**config.mk**
```make
export PLATFORM = sky130hd
export DESIGN_NAME = sd_emmc_rx_deser_flat
export DESIGN_NICKNAME = d
export VERILOG_FILES = /design/src/rtl/sd_emmc_rx_deser_if.sv /design/src/rtl/sd_emmc_rx_deser.sv /design/src/flat_wrapper.sv
export SDC_FILE = /design/constraint.sdc
export NUM_CORES = 1
export LEC_CHECK = 0
export ABC_AREA = 0
export BUFFER_PORTS_ARGS = -buffer_cell sky130_fd_sc_hd__buf_2
export CORE_MARGIN = 5
export CORE_UTILIZATION = 35
export CTS_CLUSTER_SIZE = 16
export DETAILED_ROUTE_END_ITERATION = 7
export SYNTH_ARGS = -nofsm -noshare
export SYNTH_HDL_FRONTEND = slang
export SYNTH_SLANG_ARGS = --single-unit
```
**constraint.sdc**
```tcl
create_clock -name clock -period 5.5 [get_ports clock]
set_input_delay 0.825 -clock clock [delete_from_list [all_inputs] [get_ports clock]]
set_output_delay 0.825 -clock clock [all_outputs]
set_load 0.05 [all_outputs]
```
**src/rtl/sd_emmc_rx_deser_if.sv**
```systemverilog
// sd_emmc_rx_deser_if -- handshake/data bundle for the eMMC/SD receive deserialiser.
//   master : pad/host side, drives lane samples, start/abort and the block configuration
//   slave  : deserialiser, returns assembled words, completion strobe and error flags
interface sd_emmc_rx_deser_if #(
  parameter int LANES = 8,
  parameter int OUT_W = 32,
  parameter int LEN_W = 12,
  parameter int TO_W  = 16
);
  logic [LANES-1:0] rx_q1;
  logic [LANES-1:0] rx_q2;
  logic             start;
  logic             abort;
  logic             ddr_en;
  logic [1:0]       bus_width;
  logic [LEN_W-1:0] blk_len;
  logic [TO_W-1:0]  timeout;
  logic [OUT_W-1:0] data_out;
  logic             data_valid;
  logic             done;
  logic             end_err;
  logic             to_err;
  logic             busy;

  modport master (
    output rx_q1, rx_q2, start, abort, ddr_en, bus_width, blk_len, timeout,
    input  data_out, data_valid, done, end_err, to_err, busy
  );

  modport slave (
    input  rx_q1, rx_q2, start, abort, ddr_en, bus_width, blk_len, timeout,
    output data_out, data_valid, done, end_err, to_err, busy
  );
endinterface

```
**src/rtl/sd_emmc_rx_deser.sv**
```systemverilog
// sd_emmc_rx_deser -- receive deserialiser for eMMC/SD data lines.
// Waits for the start bit, packs the block MSB-first into OUT_W-bit words
// (SDR or DDR, bus width 1/4/8), skips the 16-cycle CRC field and checks the end bit.
//   clock, reset : receive clock, synchronous active-high reset
//   bus (slave)  : rx_q1/rx_q2 rising/falling lane samples, start/abort control,
//                  ddr_en/bus_width/blk_len latched on start, live timeout;
//                  data_out/data_valid word stream, done/end_err/to_err status, busy
module sd_emmc_rx_deser #(
  parameter int LANES = 8,
  parameter int OUT_W = 32,
  parameter int LEN_W = 12,
  parameter int TO_W  = 16
) (
  input logic               clock,
  input logic               reset,
  sd_emmc_rx_deser_if.slave bus
);
  localparam int BC_W = LEN_W + 3;          // holds blk_len*8 without wrapping
  localparam int WC_W = $clog2(OUT_W + 1);

  typedef enum logic [2:0] {S_IDLE, S_WAIT, S_DATA, S_CRC, S_END} state_t;

  state_t           state;
  logic             ddr_q;
  logic [1:0]       wsel_q;                 // 0: 1 lane, 1: 4 lanes, 2: 8 lanes
  logic [LEN_W-1:0] len_q;
  logic [OUT_W-1:0] sh;
  logic [WC_W-1:0]  wcnt;
  logic [BC_W-1:0]  bit_cnt;
  logic [3:0]       crc_cnt;
  logic [TO_W-1:0]  wait_cnt;
  logic [OUT_W-1:0] data_out_q;
  logic             data_valid_q, done_q, end_err_q, to_err_q;

  logic [7:0]       q1p, q2p, mask;
  logic [1:0]       wsel_in;
  logic [15:0]      beat;
  logic [4:0]       bpc;
  logic [OUT_W-1:0] sh_nxt;
  logic [WC_W-1:0]  word_nxt;
  logic [BC_W-1:0]  bit_nxt;

  // Zero-pad lanes to 8 so the beat mux is lane-count independent; padded
  // bits are never selected because the width is clamped to LANES.
  always_comb begin
    q1p = '0;
    q2p = '0;
    q1p[LANES-1:0] = bus.rx_q1;
    q2p[LANES-1:0] = bus.rx_q2;
  end

  always_comb begin
    wsel_in = 2'd0;
    if (bus.bus_width == 2'd2 && LANES >= 8)
      wsel_in = 2'd2;
    else if ((bus.bus_width == 2'd1 || bus.bus_width == 2'd2) && LANES >= 4)
      wsel_in = 2'd1;
  end

  always_comb begin
    case (wsel_q)
      2'd2:    mask = 8'hFF;
      2'd1:    mask = 8'h0F;
      default: mask = 8'h01;
    endcase
  end

  // Beat bits right-aligned, highest lane first; in DDR the rising half precedes the falling half.
  always_comb begin
    beat = '0;
    bpc  = 5'd1;
    case ({ddr_q, wsel_q})
      3'b0_01: begin beat = {12'h000, q1p[3:0]};         bpc = 5'd4;  end
      3'b0_10: begin beat = {8'h00, q1p};                bpc = 5'd8;  end
      3'b1_00: begin beat = {14'h0000, q1p[0], q2p[0]};  bpc = 5'd2;  end
      3'b1_01: begin beat = {8'h00, q1p[3:0], q2p[3:0]}; bpc = 5'd8;  end
      3'b1_10: begin beat = {q1p, q2p};                  bpc = 5'd16; end
      default: begin beat = {15'h0000, q1p[0]};          bpc = 5'd1;  end
    endcase
  end

  assign sh_nxt   = (sh << bpc) | OUT_W'(beat);
  assign word_nxt = wcnt + WC_W'(bpc);
  assign bit_nxt  = bit_cnt + BC_W'(bpc);

  always_ff @(posedge clock) begin
    if (reset) begin
      state        <= S_IDLE;
      ddr_q        <= 1'b0;
      wsel_q       <= 2'd0;
      len_q        <= '0;
      sh           <= '0;
      wcnt         <= '0;
      bit_cnt      <= '0;
      crc_cnt      <= '0;
      wait_cnt     <= '0;
      data_out_q   <= '0;
      data_valid_q <= 1'b0;
      done_q       <= 1'b0;
      end_err_q    <= 1'b0;
      to_err_q     <= 1'b0;
    end else begin
      data_valid_q <= 1'b0;
      done_q       <= 1'b0;
      if (bus.abort) begin
        state <= S_IDLE;                    // partial word dropped, flags untouched
      end else begin
        case (state)
          S_IDLE: if (bus.start) begin
            ddr_q     <= bus.ddr_en;
            wsel_q    <= wsel_in;
            len_q     <= bus.blk_len;
            end_err_q <= 1'b0;
            to_err_q  <= 1'b0;
            wait_cnt  <= '0;
            state     <= S_WAIT;
          end
          S_WAIT: begin
            if ((q1p & mask) == 8'h00) begin
              sh      <= '0;
              wcnt    <= '0;
              bit_cnt <= '0;
              state   <= S_DATA;
            end else if (bus.timeout != '0 && (wait_cnt + TO_W'(1)) == bus.timeout) begin
              done_q   <= 1'b1;
              to_err_q <= 1'b1;
              state    <= S_IDLE;
            end else begin
              wait_cnt <= wait_cnt + TO_W'(1);
            end
          end
          S_DATA: begin
            sh      <= sh_nxt;
            bit_cnt <= bit_nxt;
            // bpc always divides OUT_W, so a word completes exactly on this compare
            if (word_nxt == WC_W'(OUT_W)) begin
              wcnt         <= '0;
              data_out_q   <= sh_nxt;
              data_valid_q <= 1'b1;
            end else begin
              wcnt <= word_nxt;
            end
            if (bit_nxt == {len_q, 3'b000}) begin
              crc_cnt <= '0;
              state   <= S_CRC;
            end
          end
          S_CRC: begin
            crc_cnt <= crc_cnt + 4'd1;
            if (crc_cnt == 4'd15) state <= S_END;
          end
          S_END: begin
            end_err_q <= ((q1p & mask) != mask);
            done_q    <= 1'b1;
            state     <= S_IDLE;
          end
          default: state <= S_IDLE;
        endcase
      end
    end
  end

  assign bus.data_out   = data_out_q;
  assign bus.data_valid = data_valid_q;
  assign bus.done       = done_q;
  assign bus.end_err    = end_err_q;
  assign bus.to_err     = to_err_q;
  assign bus.busy       = (state != S_IDLE);
endmodule

```
**src/flat_wrapper.sv**
```systemverilog
// flat-port wrapper written by rule: the top's interface ports become plain ports
module sd_emmc_rx_deser_flat 
#(
  parameter int LANES = 8,
  parameter int OUT_W = 32,
  parameter int LEN_W = 12,
  parameter int TO_W  = 16
)
  (clock, reset, bus_rx_q1, bus_rx_q2, bus_start, bus_abort, bus_ddr_en, bus_bus_width, bus_blk_len, bus_timeout, bus_data_out, bus_data_valid, bus_done, bus_end_err, bus_to_err, bus_busy);
  sd_emmc_rx_deser_if #(.LANES(LANES), .OUT_W(OUT_W), .LEN_W(LEN_W), .TO_W(TO_W)) bus_i ();
  input logic clock;
  input logic reset;
  input wire logic [$bits(bus_i.rx_q1)-1:0] bus_rx_q1;
  input wire logic [$bits(bus_i.rx_q2)-1:0] bus_rx_q2;
  input wire logic [$bits(bus_i.start)-1:0] bus_start;
  input wire logic [$bits(bus_i.abort)-1:0] bus_abort;
  input wire logic [$bits(bus_i.ddr_en)-1:0] bus_ddr_en;
  input wire logic [$bits(bus_i.bus_width)-1:0] bus_bus_width;
  input wire logic [$bits(bus_i.blk_len)-1:0] bus_blk_len;
  input wire logic [$bits(bus_i.timeout)-1:0] bus_timeout;
  output wire logic [$bits(bus_i.data_out)-1:0] bus_data_out;
  output wire logic [$bits(bus_i.data_valid)-1:0] bus_data_valid;
  output wire logic [$bits(bus_i.done)-1:0] bus_done;
  output wire logic [$bits(bus_i.end_err)-1:0] bus_end_err;
  output wire logic [$bits(bus_i.to_err)-1:0] bus_to_err;
  output wire logic [$bits(bus_i.busy)-1:0] bus_busy;
  assign bus_i.rx_q1 = bus_rx_q1;
  assign bus_i.rx_q2 = bus_rx_q2;
  assign bus_i.start = bus_start;
  assign bus_i.abort = bus_abort;
  assign bus_i.ddr_en = bus_ddr_en;
  assign bus_i.bus_width = bus_bus_width;
  assign bus_i.blk_len = bus_blk_len;
  assign bus_i.timeout = bus_timeout;
  assign bus_data_out = bus_i.data_out;
  assign bus_data_valid = bus_i.data_valid;
  assign bus_done = bus_i.done;
  assign bus_end_err = bus_i.end_err;
  assign bus_to_err = bus_i.to_err;
  assign bus_busy = bus_i.busy;
  sd_emmc_rx_deser #(.LANES(LANES), .OUT_W(OUT_W), .LEN_W(LEN_W), .TO_W(TO_W)) u_core (.clock(clock), .reset(reset), .bus(bus_i));
endmodule
```
## Word level (Yosys, flattened, before mapping)

Cells that the tools add are included.

- $add $sub $neg: 4
- Equal/unequal tests: 26
- Shift-type cells: 1
- Multiplexer cells: 33
- Bitwise operators: 4
- Reduce and logical (&&, ||, !) cells: 21

Operators with widths:

| kind | count |
|---|---|
| 16-bit one-hot mux with 5 select lines | 1 |
| 32-bit one-hot mux with 2 select lines | 1 |
| 16-bit 2-to-1 mux | 3 |
| 32-bit 2-to-1 mux | 1 |
| 32-bit by 16-bit OR with 32-bit output | 1 |
| 16-bit one-hot mux with 2 select lines | 1 |
| 32-bit by 5-bit left shift with 32-bit output | 1 |
| 15-bit one-hot mux with 2 select lines | 1 |
| 5-bit one-hot mux with 4 select lines | 1 |
| 16-bit by 1-bit adder with 16-bit output, second input constant | 1 |
| 16-bit equality test | 1 |
| 8-bit one-hot mux with 2 select lines | 1 |
| 16-bit nonzero test | 1 |
| 15-bit by 5-bit adder with 15-bit output | 1 |
| 15-bit equality test | 1 |
| 15-bit 2-to-1 mux | 1 |
| 3-bit 2-to-1 mux | 5 |
| 3-bit AND reduction | 5 |
| 3-bit equality test, second input constant | 4 |
| 6-bit 2-to-1 mux | 2 |
| 3-bit one-hot mux with 4 select lines | 1 |
| 6-bit one-hot mux with 2 select lines | 1 |
| 5-bit AND reduction | 2 |
| 3-bit by 2-bit equality test with 1-bit output, second input constant | 3 |
| other kinds (27) | 48 |

- Flip-flop bits (word level): 127

## Depth between registers and ports, before layout

Gate-level depths: netlist of the first run.

- Depth in word-level cells: 7
- Depth in mapped cells: 20
- Depth with buffers taken out: 15

## Worst setup path before layout of the first run

No wires, ideal clock.

- Path type: register to register
- From: register u_core.wsel_q[0]
- To: register u_core.crc_cnt[0]
- Data arrival time: 3.697 ns
- Data required time: 5.372 ns
- Slack: 1.675 ns
- Cell stages (with the launch flop): 20
- Buffers on the path: 4
- Period minus slack after synthesis: 3.825 ns
- Cells stage by stage: dfxtp_1 inv_1 ha_1 buf_2 or2_1 buf_2 buf_2 buf_1 nor2_1 ha_1 inv_1 fa_1 nor2b_1 o211ai_1 a211oi_1 o32ai_1 a21o_1 nand4b_1 o21ai_1 o21ai_0

- Cells in the longest elaborated chain, start to end: 7

Ends and longest elaborated chain:

| item | line | RTL |
|---|---|---|
| start, declared | sd_emmc_rx_deser.sv:25 | `logic [1:0] wsel_q;` |
| start signal, assigned | sd_emmc_rx_deser.sv:111 | `wsel_q <= wsel_in;` |
| 3-bit by 2-bit equality test with 1-bit output or 3-bit equality test (tied branches) | sd_emmc_rx_deser.sv:72 | `case ({ddr_q, wsel_q})` |
| 2-bit OR reduction (no source line) | -- |  |
| 5-bit one-hot mux with 4 select lines * | sd_emmc_rx_deser.sv:72 |  |
| 15-bit by 5-bit adder with 15-bit output * | sd_emmc_rx_deser.sv:84 | `assign bit_nxt = bit_cnt + BC_W'(bpc);` |
| 15-bit equality test * | sd_emmc_rx_deser.sv:143 | `if (bit_nxt == {len_q, 3'b000}) begin` |
| 2-bit by 1-bit != test with 1-bit output (no source line) * | -- |  |
| 3-bit AND reduction (no source line) * | -- |  |
| end signal, assigned | sd_emmc_rx_deser.sv:149 | `crc_cnt <= crc_cnt + 4'd1;` |
| end, declared | sd_emmc_rx_deser.sv:30 | `logic [3:0] crc_cnt;` |

Mark *: on every way between the ends. The rest lies on a longest branch, timed or not.
A chain may end at the register's enable or synchronous reset.

## Worst setup path in the final report of the first run

- From: register u_core.wsel_q[0]
- To: register u_core.crc_cnt[2]

The elaborated chain is that of the path after synthesis.

==> flow_metrics.env, run 1 <==
export IMPL_htree_num_levels=4
export IMPL_finalHoldWorstSlack_ps=470.1
export IMPL_track_usage_pct=17.75
export IMPL_netlist_top_cell_by_area="sky130_fd_sc_hd__dfxtp_1"
export IMPL_rr_startpoint="u_core.wsel_q[0]$_SDFFE_PP0P_"
export IMPL_timing_setup_tns_ps=0
export IMPL_post_route_wl_mm=23.59
export IMPL_post_synth_fa_ha_maj_area_fraction_pct=2.813
export IMPL_slew_headroom_pct=31.30
export IMPL_synth_sequential_area_ratio_pct=31.40
export IMPL_synth_largest_type_area_fraction_pct=31.40
export IMPL_power_uw=2263
export IMPL_arrival_ps=4410
export IMPL_netlist_top_cells_count="sky130_fd_sc_hd__nor2_1, sky130_fd_sc_hd__nand2_1, sky130_fd_sc_hd__dfxtp_1, sky130_fd_sc_hd__a21oi_1, sky130_fd_sc_hd__mux2i_1"
export IMPL_min_period_ps=4135
export IMPL_ir_worst_vdd_mv=0.2224
export IMPL_cp_required_ps=5770
export IMPL_clock_tree_from_tritoncts="yes"
export IMPL_worst_path_max_fanout=29
export IMPL_main_combinational_cell_family_by_area_after_synthesis="simple AND/OR/NAND/NOR gates"
export IMPL_cts_hold_fix_buffers=0
export IMPL_fmax_ghz=0.2419
export IMPL_core_rowCount=55
export IMPL_r2r_worst_path_cells=12
export IMPL_syn_instance_count=1050
export IMPL_power_clock_fraction_pct=49.0
export IMPL_pin_count_of_the_biggest_net_entering_global_routing=62
export IMPL_remaining_design_rule_violation_count=0
export IMPL_drv_cap=0
export IMPL_worst_slew_pin_slew_ps=1025
export IMPL_drtPass1Iterations=6
export IMPL_route_detailed_wl_per_inst_um=16.97
export IMPL_report_final_hold_viol_count=0
export IMPL_grt_overflow_total=0
export IMPL_synth_seq_cells=127
export IMPL_startpoint="u_core.wsel_q[0]$_SDFFE_PP0P_"
export IMPL_synth_top_cells_by_area="sky130_fd_sc_hd__dfxtp_1, sky130_fd_sc_hd__nor2_1, sky130_fd_sc_hd__mux2i_1"
export IMPL_pin_count=88
export IMPL_clkSlewWorstSetupHoldPaths_ps=60
export IMPL_post_dp_hpwl_mm=16.73
export IMPL_static_leakage_power_uw=0.003701
export IMPL_path_class="reg2reg"
export IMPL_clk_latency_ps=420
export IMPL_floorplan_core_area_mm2=0.02271
export IMPL_drtAntennaViolNets=0
export IMPL_die_h_um=162.1
export IMPL_synth_area_mux_share_pct=8.530
export IMPL_setup_violators_final=0
export IMPL_grt_pass1_wl_mm=38.43
export IMPL_rsz_0062_raised_after_global_routing="no"
export IMPL_synth_most_common_cell="sky130_fd_sc_hd__nor2_1"
export IMPL_synth_edf_count=0
export IMPL_cts_made_buffers=17
export IMPL_n_antenna_cell=0
export IMPL_internal_power_uw=1702
export IMPL_ctsRootBufferMaster="sky130_fd_sc_hd__clkbuf_16"
export IMPL_synth_compound_area_share_pct=23.15
export IMPL_clockBufferDepth=2
export IMPL_floorplan_initialDensity_pct=35.65
export IMPL_setup_worst_path_end_class="flop"
export IMPL_net_switching_fraction_of_the_power_pct=24.77
export IMPL_yosys_cell_types_count=79
export IMPL_hold_path_class="reg2reg"
export IMPL_post_cts_setup_buffer_count=0
export IMPL_start_kind="flop"
export IMPL_power_switching_uw=560.5
export IMPL_fin_util_pct=40.63
export IMPL_power_share_of_the_combinational_group_pct=9.7
export IMPL_worst_setup_path_end="u_core.crc_cnt[2]$_SDFFE_PP0P_"
export IMPL_reg2reg_setup_slack_ps=1370
export IMPL_io_buffer_count=87
export IMPL_synth_net_count=1118
export IMPL_drt_iter0_drc=648
export IMPL_dp_slack_ps=1446
export IMPL_fin_nets=1161
export IMPL_area_growth_from_synthesis_to_layout_pct=13.97
export IMPL_horizontal_extent_of_the_die_um=162.1
export IMPL_postLayoutSetupSlackWorst_ps=1365
export IMPL_status="finished clean"
export IMPL_cts_sink_count=127
export IMPL_synth_area_mm2=0.008097
export IMPL_cellPowerDensity_mw_per_mm2=245.2
export IMPL_number_of_antenna_violations_at_the_first_check_in_global_routing=0
export IMPL_synth_area_per_cell_um2=7.711
export IMPL_post_synth_and_or_nand_nor_area_fraction_pct=24.35
export IMPL_synth_xor_area_share_pct=4.172
export IMPL_timing_max_transition_violations_final=0
export IMPL_timing_rr_end="u_core.crc_cnt[2]$_SDFFE_PP0P_"
export IMPL_period_share_pct=75.18
export IMPL_fin_skew_ps=8.242
export IMPL_via_per_inst=5.649
export IMPL_number_of_warnings_printed_during_yosys_synthesis=0
export IMPL_power_sequential_fraction_pct=41.2
export IMPL_dieArea_mm2=0.02627
export IMPL_post_cts_resize_count=0
export IMPL_dr_total_vias=7852
export IMPL_synthFlopType="sky130_fd_sc_hd__dfxtp_1"
export IMPL_fill_cells=2388
export IMPL_asyncSetResetFlopFracSynth_pct=0
export IMPL_drive_above_1_share_pct=15.02
export IMPL_gp_routability_congestion=0.9241
export IMPL_first_global_vias=7151
==> critical path, cell delays in order, from the launching register on <==
cell                       delay [ps]
sky130_fd_sc_hd__dfxtp_1          330
sky130_fd_sc_hd__inv_1             90
sky130_fd_sc_hd__ha_1             770
sky130_fd_sc_hd__nand2_1          610
sky130_fd_sc_hd__clkinv_1         200
sky130_fd_sc_hd__ha_1             280
sky130_fd_sc_hd__o211ai_1         230
sky130_fd_sc_hd__a211oi_1         450
sky130_fd_sc_hd__o32ai_1          170
sky130_fd_sc_hd__a21o_1           170
sky130_fd_sc_hd__nand4b_1         230
sky130_fd_sc_hd__o21ai_1          320
sky130_fd_sc_hd__a211oi_1         120
==> cell families (layout without fill, tap and decap cells) <==
family | after synthesis | in the layout
fa+ha+maj | 17 | 17
flops | 127 | 127
xor+xnor | 37 | 37
compound gates | 280 | 280
buf+inv | 102 | 157
mux | 63 | 63
simple gates | 424 | 424
==> layout by cell type (no fill, tap or decap), types with 6 or more instances in the layout <==
master                      netlist  final
sky130_fd_sc_hd__dfxtp_1        127    127
sky130_fd_sc_hd__a211oi_1        11     11
sky130_fd_sc_hd__buf_4            4     16
sky130_fd_sc_hd__o21ai_1          7      7
sky130_fd_sc_hd__xor2_1           8      8
sky130_fd_sc_hd__or3_1            7      7
sky130_fd_sc_hd__buf_2           19     86
sky130_fd_sc_hd__clkbuf_16        0     17
sky130_fd_sc_hd__nand2_1        136    136
sky130_fd_sc_hd__a22oi_1         44     44
sky130_fd_sc_hd__a21oi_1         59     59
sky130_fd_sc_hd__o32ai_1          6      6
sky130_fd_sc_hd__and2_1           6      6
sky130_fd_sc_hd__inv_1           20     20
sky130_fd_sc_hd__xnor2_1         28     28
sky130_fd_sc_hd__mux2_2           8      8
sky130_fd_sc_hd__o211ai_1        11     11
sky130_fd_sc_hd__nor2_1         153    152
sky130_fd_sc_hd__nand4_1         15     15
sky130_fd_sc_hd__nor4_1           7      7
sky130_fd_sc_hd__a311oi_1         6      6
sky130_fd_sc_hd__o31ai_1          6      6
sky130_fd_sc_hd__ha_1            15     15
sky130_fd_sc_hd__o21ai_0         35     35
sky130_fd_sc_hd__o22ai_1          9      9
sky130_fd_sc_hd__mux2i_1         51     51
sky130_fd_sc_hd__a21o_1          10     10
sky130_fd_sc_hd__a31oi_1         34     34
sky130_fd_sc_hd__nor3_1          20     19
sky130_fd_sc_hd__nand3_1         26     25
sky130_fd_sc_hd__nand3b_1        11     11
==> metrics by stage <==
step	std cells	area, um2
floorplan	1050	8097
CTS	1390	9228
finish	1390	9228
global placement	1359	8660
detailed placement	1359	8660
global route	1390	9228
==> final cells by class <==
class / count / area, um2 / share of cell area [%]
well taps: 285 / 356.6 / 3.864
flip-flops and latches: 127 / 2542 / 27.55
inverters: 24 / 90.09 / 0.9763
clock inverters: 6 / 82.58 / 0.8949
multi-input cells: 821 / 5120 / 55.48
clock buffers: 25 / 485.5 / 5.261
repair buffers: 102 / 550.5 / 5.966
==> worst min-delay path by stage <==
stage / to / start / slack (ps) / depth (start not counted)
6_report: u_core.len_q[10]$_SDFFE_PP0P_ / u_core.len_q[10]$_SDFFE_PP0P_ / 470 / 2
4_1_cts: u_core.len_q[6]$_SDFFE_PP0P_ / u_core.len_q[6]$_SDFFE_PP0P_ / 470 / 2
3_5_place_dp: u_core.len_q[6]$_SDFFE_PP0P_ / u_core.len_q[6]$_SDFFE_PP0P_ / 460 / 2
5_1_grt: u_core.len_q[5]$_SDFFE_PP0P_ / u_core.len_q[5]$_SDFFE_PP0P_ / 490 / 2
2_1_floorplan: u_core.len_q[1]$_SDFFE_PP0P_ / u_core.len_q[1]$_SDFFE_PP0P_ / 440 / 2
3_3_place_gp: u_core.len_q[6]$_SDFFE_PP0P_ / u_core.len_q[6]$_SDFFE_PP0P_ / 460 / 2
==> sequential cells by signal, indices dropped and copies added (netlist names), 3 cells and up <==
register,count
u_core.bus.data_out,32
u_core.sh,32
u_core.wait_cnt,16
u_core.bit_cnt,15
u_core.len_q,12
u_core.wcnt,6
u_core.crc_cnt,4
u_core.state,3
==> routing by layer <==
metal  up-vias  part of all wire [%]  track usage, %
li1       3889                     -               -
met4         0                   1.6           5.344
met2       256                    43           26.66
met1      3684                    49           25.70
met5         -                     0               0
met3        23                   6.3           3.527
==> power by group through the flow <==
stage	logic [uW]	registers, uW	clock network [uW]
floorplan	146	950	0
global placement	218	952	0
detailed placement	219	952	0
CTS	220	932	1130
global route	242	933	1170
finish	221	932	1110
Power figures use the tool's default switching activity.
==> run 2, diff against run 1 <==
--- a/config.mk
+++ b/config.mk
@@ -5,7 +5,7 @@
 export SDC_FILE = /design/constraint.sdc
 export NUM_CORES = 1
 export LEC_CHECK = 0
-export ABC_AREA = 0
+export ABC_AREA = 1
 export BUFFER_PORTS_ARGS = -buffer_cell sky130_fd_sc_hd__buf_2
 export CORE_MARGIN = 5
 export CORE_UTILIZATION = 35
==> constraint.sdc (replaced) <==
create_clock -name clock -period 4.2 [get_ports clock]
set_input_delay 0.63 -clock clock [delete_from_list [all_inputs] [get_ports clock]]
set_output_delay 0.63 -clock clock [all_outputs]
set_load 0.05 [all_outputs]
==> run 2 against run 1 <==
Effect of this change:
- register-to-register slack worse by 680 ps
- critical path depth increased by 6
- sequential share of layout area decreased by 1.2 points
- first-iteration DRC count grew 39%
- sequential power up 33%
- wire length up 14%
- worst setup slack got worse by 680 ps
- critical path type unchanged
- largest cell class unchanged
- highest routed layer unchanged
==> flow_metrics.env, run 2 <==
export IMPL_path_cells="inv_1 > ha_1 > nor2_1 > nand2_1 > inv_2 > ha_1 > inv_1 > fa_1 > o21ai_0 > xnor2_1 > nand3_1 > nor3_4 > inv_1 > buf_4 > nor2_1 > buf_4 > nand3_1 > nand2_1"
export IMPL_path_common_cell="sky130_fd_sc_hd__inv_1"
export IMPL_static_leakage_power_uw=0.004129
export IMPL_setup_violators_final=0
export IMPL_slew_headroom_pct=36.37
export IMPL_grt_pass1_wl_mm=43.52
export IMPL_gp_routability_congestion=0.9055
export IMPL_netlist_top_cell_by_area="sky130_fd_sc_hd__dfxtp_1"
export IMPL_post_layout_instance_area_mm2=0.009635
export IMPL_timing_hold_worst_endpoint="u_core.len_q[1]$_SDFFE_PP0P_"
export IMPL_post_dp_hpwl_mm=19.45
export IMPL_clkSlewWorstSetupHoldPaths_ps=60
export IMPL_route_detailed_wl_per_inst_um=15.38
export IMPL_synth_net_count=1418
export IMPL_cts_hold_fix_buffers=0
export IMPL_critical_path_top_delay_family="simple AND/OR/NAND/NOR gates"
export IMPL_synthFlopType="sky130_fd_sc_hd__dfxtp_1"
export IMPL_fmax_ghz=0.2842
export IMPL_cellPowerDensity_mw_per_mm2=368.9
export IMPL_pin_count=88
export IMPL_cts_made_buffers=17
export IMPL_floorplan_initialDensity_pct=35.42
export IMPL_remaining_design_rule_violation_count=0
export IMPL_min_period_ps=3518
export IMPL_track_usage_pct=20.23
export IMPL_ctsRootBufferMaster="sky130_fd_sc_hd__clkbuf_16"
export IMPL_ir_worst_vdd_mv=0.2148
export IMPL_drtPass1Iterations=8
export IMPL_synth_edf_count=0
export IMPL_hold_path_class="in2reg"
export IMPL_r2r_worst_path_cells=18
export IMPL_asyncSetResetFlopFracSynth_pct=0
export IMPL_start_kind="flop"
export IMPL_htree_num_levels=4
export IMPL_pin_count_of_the_biggest_net_entering_global_routing=78
export IMPL_mostFrequentLayoutCell="sky130_fd_sc_hd__nand2_1"
export IMPL_syn_instance_count=1350
export IMPL_rr_startpoint="u_core.wsel_q[1]$_SDFFE_PP0P_"
export IMPL_drive_above_1_share_pct=11.94
export IMPL_rsz_0062_raised_after_global_routing="no"
export IMPL_fin_skew_ps=9.065
export IMPL_status="finished clean"
export IMPL_timing_max_transition_violations_final=0
export IMPL_min_path_cells=3
export IMPL_layout_cells_most_common_list="sky130_fd_sc_hd__nand2_1, sky130_fd_sc_hd__nand3_1, sky130_fd_sc_hd__inv_1, sky130_fd_sc_hd__dfxtp_1, sky130_fd_sc_hd__a21oi_1"
export IMPL_timing_rr_end="u_core.bus.data_out[19]$_SDFFE_PP0P_"
export IMPL_worst_slew_pin_slew_ps=954.4
export IMPL_core_rowCount=56
export IMPL_number_of_warnings_printed_during_yosys_synthesis=0
export IMPL_netlist_top_cells_count="sky130_fd_sc_hd__nand2_1, sky130_fd_sc_hd__nand3_1, sky130_fd_sc_hd__inv_1, sky130_fd_sc_hd__dfxtp_1, sky130_fd_sc_hd__a21oi_1"
export IMPL_fill_cells=2507
export IMPL_cp_required_ps=4570
export IMPL_synth_largest_type_area_fraction_pct=30.76
export IMPL_dieArea_mm2=0.02679
export IMPL_cp_buffers_inverters=6
export IMPL_clock_tree_from_tritoncts="yes"
export IMPL_synth_sequential_area_ratio_pct=30.76
export IMPL_report_final_hold_viol_count=0
export IMPL_drv_cap=0
export IMPL_clockBufferDepth=2
export IMPL_via_per_inst=5.200
export IMPL_number_of_antenna_violations_at_the_first_check_in_global_routing=0
export IMPL_post_cts_resize_count=0
export IMPL_timing_critical_path_slowest_stage_cell="sky130_fd_sc_hd__fa_1"
export IMPL_yosys_cell_types_count=49
export IMPL_dr_total_vias=9063
export IMPL_grt_overflow_total=0
export IMPL_area_growth_from_synthesis_to_layout_pct=16.58
export IMPL_timing_setup_tns_ps=0
export IMPL_horizontal_extent_of_the_die_um=163.7
export IMPL_hold_path_startpoint="bus_blk_len[1]"
export IMPL_cts_sink_count=127
export IMPL_die_h_um=163.7
export IMPL_post_route_wl_mm=26.81
export IMPL_floorplan_core_area_mm2=0.02333
export IMPL_crit_path_max_incr_delay_ps=390
export IMPL_drtAntennaViolNets=0
export IMPL_synth_area_mm2=0.008265
export IMPL_worst_path_max_fanout=24
export IMPL_fin_nets=1479
export IMPL_reg2reg_setup_slack_ps=680
export IMPL_path_class="reg2reg"
export IMPL_arrival_ps=3890
export IMPL_n_antenna_cell=0
export IMPL_synth_most_common_cell="sky130_fd_sc_hd__nand2_1"
export IMPL_synth_area_per_cell_um2=6.123
export IMPL_clk_latency_ps=430
export IMPL_io_buffer_count=87
export IMPL_period_share_pct=83.77
export IMPL_first_global_vias=8420
export IMPL_post_cts_setup_buffer_count=0
export IMPL_setup_worst_path_end_class="flop"
export IMPL_detailed_place_area_mm2=0.008980
export IMPL_synth_top_cells_by_area="sky130_fd_sc_hd__dfxtp_1, sky130_fd_sc_hd__nand2_1, sky130_fd_sc_hd__nand3_1"
export IMPL_synth_seq_cells=127
export IMPL_drt_iter0_drc=899
## run 2: cell types whose count changed after synthesis, sizes merged, moves of 48 or more
cell | previous run | this run
a21oi | 59 | 117
nand3 | 27 | 163
inv | 21 | 144
o21ai | 42 | 103
mux2i | 51 | 3
nand2 | 137 | 388
## run 2: worst min-delay path: stages
cell and delay, ps:
sky130_fd_sc_hd__buf_2 80, sky130_fd_sc_hd__nor2_1 40, sky130_fd_sc_hd__nor2_1 90
## run 2: cell families (layout without fill, tap and decap cells)
kind of cell | after synthesis | after routing | synth area share, %
AOI/OAI and AO/OA | 278 | 278 | 18.73
xor gates and xnor gates | 7 | 7 | 0.9082
adders and majority gates | 17 | 17 | 2.755
buffers and inverters | 209 | 283 | 9.915
DFF | 127 | 127 | 30.76
muxes | 3 | 3 | 0.3633
and+or+nand+nor | 709 | 709 | 36.57
## run 2: metrics by stage
step	util, %	cells	hold WS (ps)	total power (uW)	setup slack (ps)
2_1_floorplan	-	1350	440.9	1690	1090
3_3_place_gp	38.49	1711	450.3	1878	895.2
3_5_place_dp	38.49	1711	460.7	1877	768.6
4_1_cts	41.30	1743	433.7	3574	722.7
5_1_grt	41.30	1743	458.2	3707	291.5
6_report	41.30	1743	440.1	3555	681.5
## run 2: cell type report
cell class / count / area, um2 / share of cell area [%]
flip-flops and latches: 127 / 2542 / 26.39
multi-input cells: 1014 / 4920 / 51.06
well taps: 319 / 399.1 / 4.142
repair buffers: 105 / 570.5 / 5.921
inverters: 146 / 548.0 / 5.688
clock inverters: 15 / 230.2 / 2.389
clock buffers: 17 / 425.4 / 4.415
## run 2: worst max path at each step
stage                                  startpoint                                    to  cells past startpoint
floorplan           u_core.wsel_q[0]$_SDFFE_PP0P_        u_core.crc_cnt[2]$_SDFFE_PP0P_                     21
global placement    u_core.wsel_q[0]$_SDFFE_PP0P_          u_core.state[1]$_SDFFE_PP0P_                     24
detailed placement  u_core.wsel_q[0]$_SDFFE_PP0P_        u_core.crc_cnt[2]$_SDFFE_PP0P_                     24
CTS                 u_core.wsel_q[1]$_SDFFE_PP0P_  u_core.bus.data_out[19]$_SDFFE_PP0P_                     18
global route        u_core.wsel_q[1]$_SDFFE_PP0P_        u_core.crc_cnt[2]$_SDFFE_PP0P_                     24
finish              u_core.wsel_q[1]$_SDFFE_PP0P_  u_core.bus.data_out[19]$_SDFFE_PP0P_                     18
## run 2: per-layer routing
metal	wire [um]	track usage (%)	vias up
met1	12150	27.13	4120
met4	705	7.205	0
li1	-	-	4586
met2	12200	32.71	301
met3	1759	3.558	56
met5	0	0	-
## run 2: power breakdown
| group | internal, uW | switching [uW] | total (uW) |
|---|---|---|---|
| logic | 191 | 430 | 621 |
| registers | 1230 | 17.4 | 1240 |
| clock network | 1060 | 628 | 1690 |
==> run 3, diff against run 2 <==
--- a/config.mk
+++ b/config.mk
@@ -5,7 +5,7 @@
 export SDC_FILE = /design/constraint.sdc
 export NUM_CORES = 1
 export LEC_CHECK = 0
-export ABC_AREA = 1
+export ABC_AREA = 0
 export BUFFER_PORTS_ARGS = -buffer_cell sky130_fd_sc_hd__buf_2
 export CORE_MARGIN = 5
 export CORE_UTILIZATION = 35
==> constraint.sdc (replaced) <==
create_clock -name clock -period 3.3 [get_ports clock]
set_input_delay 0.495 -clock clock [delete_from_list [all_inputs] [get_ports clock]]
set_output_delay 0.495 -clock clock [all_outputs]
set_load 0.05 [all_outputs]
==> run 3 against run 2 <==
Effect of this change:
- sequential share of layout area is 0.31 points higher
- flip-flop and latch count stayed put
- critical path depth decreased by 2
- critical path type unchanged
==> flow_metrics.env, run 3 (synthesis gave the netlist of run 1 again) <==
export IMPL_status="finished clean"
export IMPL_cts_hold_fix_buffers=0
export IMPL_post_layout_instance_area_mm2=0.009553
export IMPL_cp_required_ps=3580
export IMPL_die_h_um=162.1
export IMPL_critical_path_top_delay_family="compound AO/OA/AOI/OAI gates"
export IMPL_setup_violators_final=0
export IMPL_worst_slew_pin_slew_ps=684.1
export IMPL_report_final_hold_viol_count=0
export IMPL_fin_skew_ps=14.16
export IMPL_fin_util_pct=42.07
export IMPL_ir_worst_vdd_mv=0.2766
export IMPL_horizontal_extent_of_the_die_um=162.1
export IMPL_clkSlewWorstSetupHoldPaths_ps=60
export IMPL_clock_tree_from_tritoncts="yes"
export IMPL_worst_path_max_fanout=4
export IMPL_drtPass1Iterations=7
export IMPL_detailed_place_area_mm2=0.008861
export IMPL_timing_hold_worst_endpoint="u_core.len_q[1]$_SDFFE_PP0P_"
export IMPL_cts_made_buffers=17
export IMPL_arrival_ps=3540
export IMPL_clk_latency_ps=420
export IMPL_dr_total_vias=7998
export IMPL_fin_nets=1182
export IMPL_drv_cap=0
export IMPL_via_per_inst=5.664
export IMPL_layout_cells_most_common_list="sky130_fd_sc_hd__nor2_1, sky130_fd_sc_hd__nand2_1, sky130_fd_sc_hd__dfxtp_1, sky130_fd_sc_hd__buf_2, sky130_fd_sc_hd__a21oi_1"
export IMPL_gp_routability_congestion=0.9166
export IMPL_pin_count_of_the_biggest_net_entering_global_routing=63
export IMPL_path_class="reg2reg"
export IMPL_post_dp_hpwl_mm=16.94
export IMPL_cellPowerDensity_mw_per_mm2=402.5
export IMPL_remaining_design_rule_violation_count=0
export IMPL_path_cells="inv_2 > ha_2 > or2_4 > nor2_4 > ha_4 > inv_2 > fa_2 > nor2b_2 > o211ai_1 > buf_4 > a211oi_4 > o32ai_2 > a21o_1 > nand4b_1 > o21ai_4 > o32ai_1"
export IMPL_grt_pass1_wl_mm=39.34
export IMPL_hold_path_startpoint="bus_blk_len[1]"
export IMPL_r2r_worst_path_cells=16
export IMPL_rsz_0062_raised_after_global_routing="yes"
export IMPL_cp_buffers_inverters=3
export IMPL_cts_sink_count=127
export IMPL_rr_startpoint="u_core.wsel_q[0]$_SDFFE_PP0P_"
export IMPL_io_buffer_count=87
export IMPL_post_route_wl_mm=23.77
export IMPL_number_of_antenna_violations_at_the_first_check_in_global_routing=0
export IMPL_track_usage_pct=17.95
export IMPL_min_path_cells=3
export IMPL_floorplan_core_area_mm2=0.02271
export IMPL_first_global_vias=7421
export IMPL_period_share_pct=98.86
export IMPL_htree_num_levels=4
export IMPL_drt_iter0_drc=817
export IMPL_clockBufferDepth=2
export IMPL_drtAntennaViolNets=0
export IMPL_hold_path_class="in2reg"
export IMPL_route_detailed_wl_per_inst_um=16.83
export IMPL_start_kind="flop"
export IMPL_area_growth_from_synthesis_to_layout_pct=17.99
export IMPL_path_common_cell="sky130_fd_sc_hd__inv_2"
export IMPL_reg2reg_setup_slack_ps=40
export IMPL_mostFrequentLayoutCell="sky130_fd_sc_hd__nor2_1"
export IMPL_min_period_ps=3263
export IMPL_fmax_ghz=0.3065
export IMPL_pin_count=88
export IMPL_floorplan_initialDensity_pct=35.65
export IMPL_static_leakage_power_uw=0.003843
export IMPL_timing_critical_path_slowest_stage_cell="sky130_fd_sc_hd__dfxtp_4"
export IMPL_grt_overflow_total=0
export IMPL_setup_worst_path_end_class="flop"
export IMPL_drive_above_1_share_pct=19.25
export IMPL_timing_rr_end="u_core.crc_cnt[3]$_SDFFE_PP0P_"
export IMPL_n_antenna_cell=0
export IMPL_dieArea_mm2=0.02627
export IMPL_crit_path_max_incr_delay_ps=370
export IMPL_timing_max_transition_violations_final=0
export IMPL_fill_cells=2304
export IMPL_ctsRootBufferMaster="sky130_fd_sc_hd__clkbuf_16"
export IMPL_core_rowCount=55
export IMPL_slew_headroom_pct=54.39
-- run 3: changes by cell type in the layout (fill, tap and decap cells not counted), moves of 48 or more --
| cell | previous run | this run |
|---|---|---|
| sky130_fd_sc_hd__a21oi_1 | 117 | 56 |
| sky130_fd_sc_hd__mux2i_1 | 3 | 51 |
| sky130_fd_sc_hd__nand2_1 | 383 | 136 |
| sky130_fd_sc_hd__o21ai_0 | 99 | 34 |
| sky130_fd_sc_hd__inv_1 | 141 | 17 |
| sky130_fd_sc_hd__nand3_1 | 162 | 25 |
-- run 3: worst min-delay path, cell delays in order --
cell and delay [ps]:
sky130_fd_sc_hd__buf_2 100, sky130_fd_sc_hd__nand2_1 40, sky130_fd_sc_hd__a21oi_1 50
-- run 3: area by class of cell --
class	count	area [um2]	area share [%]
clock inverter	12	143.9	1.506
clock buffer	20	446.7	4.676
tap	285	356.6	3.733
multi-input combinational	821	5241	54.87
inverter	24	93.84	0.9823
sequential	127	2550	26.69
timing repair buffer	123	720.7	7.544
-- run 3: how the worst max path moves through the flow --
stage,startpoint,endpoint,cells after the start
6_report,u_core.wsel_q[0]$_SDFFE_PP0P_,u_core.crc_cnt[3]$_SDFFE_PP0P_,16
5_1_grt,u_core.wsel_q[0]$_SDFFE_PP0P_,u_core.crc_cnt[2]$_SDFFE_PP0P_,13
4_1_cts,u_core.wsel_q[1]$_SDFFE_PP0P_,u_core.crc_cnt[2]$_SDFFE_PP0P_,16
3_5_place_dp,u_core.wsel_q[1]$_SDFFE_PP0P_,u_core.crc_cnt[2]$_SDFFE_PP0P_,16
3_3_place_gp,u_core.wsel_q[1]$_SDFFE_PP0P_,u_core.crc_cnt[2]$_SDFFE_PP0P_,16
2_1_floorplan,u_core.wsel_q[0]$_SDFFE_PP0P_,u_core.crc_cnt[2]$_SDFFE_PP0P_,19
-- run 3: metal layers --
layer  vias up  global-route usage [%]  wire length [um]
li1       3938                       -                 -
met1      3753                   27.03             11800
met2       277                   26.77             10280
met3        30                   2.537              1262
met4         0                   4.806               417
met5         -                       0                 0
-- run 3: power by group --
group	total (uW)	internal [uW]	switching [uW]
Clock	1910	1200	707
Sequential	1550	1540	10.2
Combinational	385	142	243
-- run 3: timing repair --
action | CTS | global route
gates resized for setup | 1 | 18
setup endpoints to repair | 3 | 35
gates cloned | 0 | 0
pin swaps | 2 | 10
setup buffers | 0 | 2
-- run 3: stage by stage --
stage / std cells / setup slack (ps) / total power [uW] / hold slack (ps) / setup TNS, ps
floorplan: 1050 / -164.6 / 1834 / 436.8 / -741.3
global placement: 1378 / 57.13 / 1960 / 458.6 / 0
detailed placement: 1378 / 5.915 / 1961 / 460.3 / 0
CTS: 1410 / 10.70 / 3873 / 293.3 / 0
global route: 1412 / -162.1 / 3993 / 309.0 / -693.8
finish: 1412 / 37.50 / 3845 / 304.7 / 0
